`src/rtl/alu1_pkg.sv`:
```
// Shared definitions for the one-bit ALU slice: the operation encoding and a
// couple of helpers used by the result mux.
package alu1_pkg;

    // Operation select, three bits wide
    typedef logic [2:0] alu_op_t;

    localparam alu_op_t OP_AND   = 3'b000;
    localparam alu_op_t OP_SLT   = 3'b001;
    localparam alu_op_t OP_OR    = 3'b010;
    localparam alu_op_t OP_XOR   = 3'b011;
    localparam alu_op_t OP_ADD   = 3'b100;
    localparam alu_op_t OP_NOR   = 3'b101;
    localparam alu_op_t OP_NAND  = 3'b110;
    localparam alu_op_t OP_PASSA = 3'b111;

    // Conditionally invert an operand bit
    function automatic logic cond_invert(input logic bit_in, input logic invert);
        return bit_in ^ invert;
    endfunction

    // True when the selected operation depends on the adder sum
    function automatic logic op_uses_adder(input alu_op_t op_sel);
        return (op_sel == OP_ADD);
    endfunction

endpackage

```
`src/rtl/alu1_full_adder.sv`:
```
// One-bit full adder used by the ALU slice. Purely combinational.
module alu1_full_adder (
    input  logic i_aa,
    input  logic i_bb,
    input  logic i_cin,
    output logic o_sum,
    output logic o_carry
);

    // Sum and majority carry
    always_comb begin
        o_sum   = i_aa ^ i_bb ^ i_cin;
        o_carry = (i_aa & i_bb) | (i_aa & i_cin) | (i_bb & i_cin);
    end

endmodule

```
`src/rtl/alu1_slice.sv`:
```
// One-bit ALU slice: conditioned operands, full adder, op-selected result mux
// and registered result/carry. Sixteen of these ripple-chain into a 16-bit ALU.
// Optional overflow outputs are enabled by defining ALU1_OVF_EN.
module alu1_slice
    import alu1_pkg::*;
#(
    parameter logic RESET_VAL = 1'b0
) (
    input  logic       clk,
    input  logic       reset,
    input  logic       en,
    input  logic       a,
    input  logic       b,
    input  logic       cin,
    input  logic       a_invert,
    input  logic       b_invert,
    input  logic       less,
    input  logic [2:0] op,
    output logic       carry_out,
    output logic       set,
    output logic       result_q,
`ifdef ALU1_OVF_EN
    output logic       carry_q,
    output logic       overflow,
    output logic       overflow_q
`else
    output logic       carry_q
`endif
);

    logic    w_aa;
    logic    w_bb;
    logic    w_sum;
    logic    w_carry;
    logic    w_res_d;
    alu_op_t w_op;

    logic    r_result;
    logic    r_carry;

    assign w_op = alu_op_t'(op);

    // Operand conditioning ahead of both the adder and the logic ops
    always_comb begin
        w_aa = cond_invert(a, a_invert);
        w_bb = cond_invert(b, b_invert);
    end

    alu1_full_adder u_full_adder (
        .i_aa    (w_aa),
        .i_bb    (w_bb),
        .i_cin   (cin),
        .o_sum   (w_sum),
        .o_carry (w_carry)
    );

    // set comes straight from the adder, never from the mux, so feeding the MSB
    // set back into bit 0's less cannot form a combinational loop.
    assign carry_out = w_carry;
    assign set       = w_sum;

    // Result mux; less only reaches the output under SLT
    always_comb begin
        w_res_d = 1'b0;
        case (w_op)
            OP_AND:   w_res_d = w_aa & w_bb;
            OP_SLT:   w_res_d = less;
            OP_OR:    w_res_d = w_aa | w_bb;
            OP_XOR:   w_res_d = w_aa ^ w_bb;
            OP_ADD:   w_res_d = op_uses_adder(w_op) & w_sum;
            OP_NOR:   w_res_d = ~(w_aa | w_bb);
            OP_NAND:  w_res_d = ~(w_aa & w_bb);
            OP_PASSA: w_res_d = w_aa;
            default:  w_res_d = 1'b0;
        endcase
    end

    // Output registers: async reset dominates, otherwise load when enabled
    always_ff @(posedge clk or posedge reset) begin
        if (reset) begin
            r_result <= RESET_VAL;
            r_carry  <= RESET_VAL;
        end else if (en) begin
            r_result <= w_res_d;
            r_carry  <= w_carry;
        end
    end

    assign result_q = r_result;
    assign carry_q  = r_carry;

`ifdef ALU1_OVF_EN
    logic w_overflow;
    logic r_overflow;

    // Signed overflow is carry-in vs carry-out disagreement; only the MSB slice
    // gives a meaningful value.
    assign w_overflow = cin ^ w_carry;
    assign overflow   = w_overflow;

    // Overflow register follows the same enable/reset rules, resetting to 0
    always_ff @(posedge clk or posedge reset) begin
        if (reset) begin
            r_overflow <= 1'b0;
        end else if (en) begin
            r_overflow <= w_overflow;
        end
    end

    assign overflow_q = r_overflow;
`endif

endmodule

```
`config.mk`:
```
export PLATFORM = sky130hd
export DESIGN_NAME = alu1_slice
export DESIGN_NICKNAME = d
export VERILOG_FILES = /design/src/rtl/alu1_pkg.sv /design/src/rtl/alu1_full_adder.sv /design/src/rtl/alu1_slice.sv
export SDC_FILE = /design/constraint.sdc
export NUM_CORES = 1
export LEC_CHECK = 0
export CAP_MARGIN = 20
export CELL_PAD_IN_SITES_DETAIL_PLACEMENT = 1
export CELL_PAD_IN_SITES_GLOBAL_PLACEMENT = 1
export CORE_AREA = 2 2 39 41
export CTS_CLUSTER_DIAMETER = 200
export DETAILED_ROUTE_END_ITERATION = 16
export DIE_AREA = 0 0 41 43
export PLACE_DENSITY = 0.71
export SKIP_CTS_REPAIR_TIMING = 1
export SLEW_MARGIN = 40
export SYNTH_ARGS = -nofsm -noshare
export SYNTH_HDL_FRONTEND = slang
export SYNTH_SLANG_ARGS = --single-unit
```
`constraint.sdc`:
```
create_clock -name clk -period 1.3 [get_ports clk]
set_input_delay 0.26 -clock clk [delete_from_list [all_inputs] [get_ports clk]]
set_output_delay 0.26 -clock clk [all_outputs]
set_load 0.02 [all_outputs]
```
==> results.md <==
* Worst relative slew slack at 0.852
* DIE AREA at 0.00176 mm²
* Fraction of layout cells with a size suffix above 1 at 0.520
* Leakage at 0.276 nW
* Final setup TNS at -372 ps
* Detailed Route Iter0 Violations at 2
* CTS buffer count at 3
* EDFF count, synth at 0
* Failing checks: negative setup slack
* Vert. Die Dim at 43 µm
* Top cells by count, synth: 5 x inv_1, 2 x dfrtp_1, 2 x ha_1, 2 x o2111ai_1
* Drt drc at 0
* Footprint of the multi-input gates at about 220 µm²
* Final Cell Area at 559 µm²
* R2R Setup Slk at 530 ps
* CP required at between 1000 and 1500 ps
* Finish-stage setup viols at 3
* Hold Violations, Final at 0
* Die width at 41 µm
* Initial antenna violation count at 0
* Pre-CTS setup slack at -1160 ps
* Core Util, Final at 0.404
* Final WS setup at -201 ps
* Startpoint Class: input pin
* Largest net degree at the start of global routing at 6
* CP Class: in2out
* Post-synth ARST share at 1.00
* MaxCap Viol Count at 0
* CP max FO at 2
* CP arrival at 1240 ps
* HP Class: in2async
* DP Wirelength at 537 µm
* Filler instances at approximately 170
* Final Cycle Share at 1.15
* Unrepaired setup endpoints after global routing: true
* PwrDens at between 800 and 900 mW/mm²
* Inserted Diodes at 0
* Vias per std cell at 4.14
* Mapped Area at ~230 µm²
* Nets at 67
* Final min period at 1500 ps
* Final max-slew violation count at 0
* Syn Inst Count at 25
* I/O Buffers at 15
* Post-Syn Nets at 40
* Pre-antenna DRT Iters at 2
* Wire per inst at 10.2 µm
* Worst slew pin tran at 221 ps
* Mean post-synth cell area at between 9 and 10 µm²
* Total track usage at 0.0927
* Main flop type after synthesis: dfrtp_1
* Total wire length at between 600 and 700 µm
* Clock Path Buffers at 2
* Run status: finished, violations left
* Clock Sinks at 2
* Row count at 14
* Synth warn at 0
* Top-count cell post-synth: inv_1
* Yosys top cell area share at 0.214
* Yosys cell types at 18
* First-pass GRT wire length at ~1100 µm
* R2R depth at 2
* H-tree depth at 1
* Antenna Nets Post-Route at 0
* Maximum clock rate at 0.666 GHz
* CTS tree: done
* Top cells by area, synth: dfrtp_1 21%, ha_1 11%, fa_1 8.6%
* Remaining Overflow, GRT at 0
* Clk Latency, worst-skew pair at 210 ps
* Total Power at 457 µW
* Initial Util at 0.169
* R2r endpoint: result_q
* Post-synthesis sequential area ratio at 0.214
* Area leader, netlist: dfrtp_1
* Max VDD drop at 400 µV
* Post-synthesis register bit count at 2
* Area grow syn2layout at 139%
* Gpl congestion at 0.680
* Worst R2R Start: result_q
* Vias in the first global route at 301
* Root Buffer Master: clkbuf_4
* Clock skew at 0 ps
* Storage cell area at 50.0 µm²
* Vias at 273
* Core Area at 0.00138 mm²
* Reg clk slew, reported paths at 30 ps
* DP Area at 489 µm²
* # IOs at 16
* CP Capture Type: primary output
-- through the flow --
stage	hold WS, ps	instances
floorplan	1.18	25
global placement	419	63
detailed placement	420	63
CTS	188	66
global route	213	66
finish	202	66
-- kinds of logic (layout without fill, tap and decap cells) --
logic type	Yosys count	after routing	synth area share
AOI/OAI and AO/OA	4	4	0.144
xor gates and xnor gates	2	2	0.0749
adders and majority gates	3	3	0.192
buffers and inverters	5	30	0.0802
DFF	2	2	0.214
muxes	2	2	0.0962
and+or+nand+nor	7	7	0.198
-- cells in the final DEF (no fill, tap or decap) --
| cell | synthesis | layout |
|---|---|---|
| fa_2 | 0 | 1 |
| xnor2_4 | 0 | 1 |
| mux2_1 | 1 | 1 |
| and3_1 | 1 | 1 |
| xor2_2 | 0 | 1 |
| or3b_1 | 1 | 1 |
| dfrtp_1 | 2 | 2 |
| a32oi_1 | 1 | 1 |
| or2_2 | 1 | 1 |
| clkbuf_4 | 0 | 3 |
| nand2_1 | 1 | 1 |
| buf_8 | 0 | 1 |
| nor3b_1 | 1 | 1 |
| inv_1 | 5 | 3 |
| buf_6 | 0 | 6 |
| ha_4 | 0 | 1 |
| inv_2 | 0 | 2 |
| buf_4 | 0 | 6 |
| and2b_1 | 1 | 1 |
| mux2_4 | 0 | 1 |
| nor2b_1 | 1 | 1 |
| ha_1 | 2 | 1 |
| clkdlybuf4s50_1 | 0 | 6 |
| o211ai_1 | 1 | 1 |
| o2111ai_2 | 0 | 2 |
| dlymetal6s2s_1 | 0 | 3 |
-- worst max path at each step --
stage / startpoint / cells past startpoint / to / slack [ps]
after floorplan: a_invert / 6 / result_q / -280
after global placement: a_invert / 5 / set / -1150
after detailed placement: a_invert / 5 / set / -1160
after CTS: a_invert / 5 / set / -1160
after global routing: a / 5 / set / -230
final: a / 5 / set / -200
-- state kept, by name (all words and copies together) (netlist names) --
name / flops
result_q: 1
carry_q: 1
-- power breakdown --
group | leakage, nW | switching (mW) | total, mW | internal, mW
Sequential | 0.0239 | 0.00538 | 0.0790 | 0.0736
Clock | 0.0138 | 0.0314 | 0.133 | 0.102
Combinational | 0.239 | 0.101 | 0.245 | 0.144
Total | 0.276 | 0.138 | 0.457 | 0.320
-- layer usage --
layer	GRT usage	routed length (µm)
met5	0	0
met3	0.0157	27
met1	0.101	223
met2	0.153	419
met4	0.0600	0
-- cell type report --
| cell class | instances | area share |
|---|---|---|
| inverters | 5 | 0.0336 |
| flip-flops and latches | 2 | 0.0895 |
| clock buffers | 3 | 0.0403 |
| multi-input cells | 18 | 0.398 |
| repair buffers | 22 | 0.403 |
| well taps | 16 | 0.0358 |
-- critical path, stage by stage --
cell	delay, ps
buf_8	100
xnor2_4	150
inv_2	60
fa_2	550
buf_6	120
Note: power is estimated with default switching activity, not from simulation.
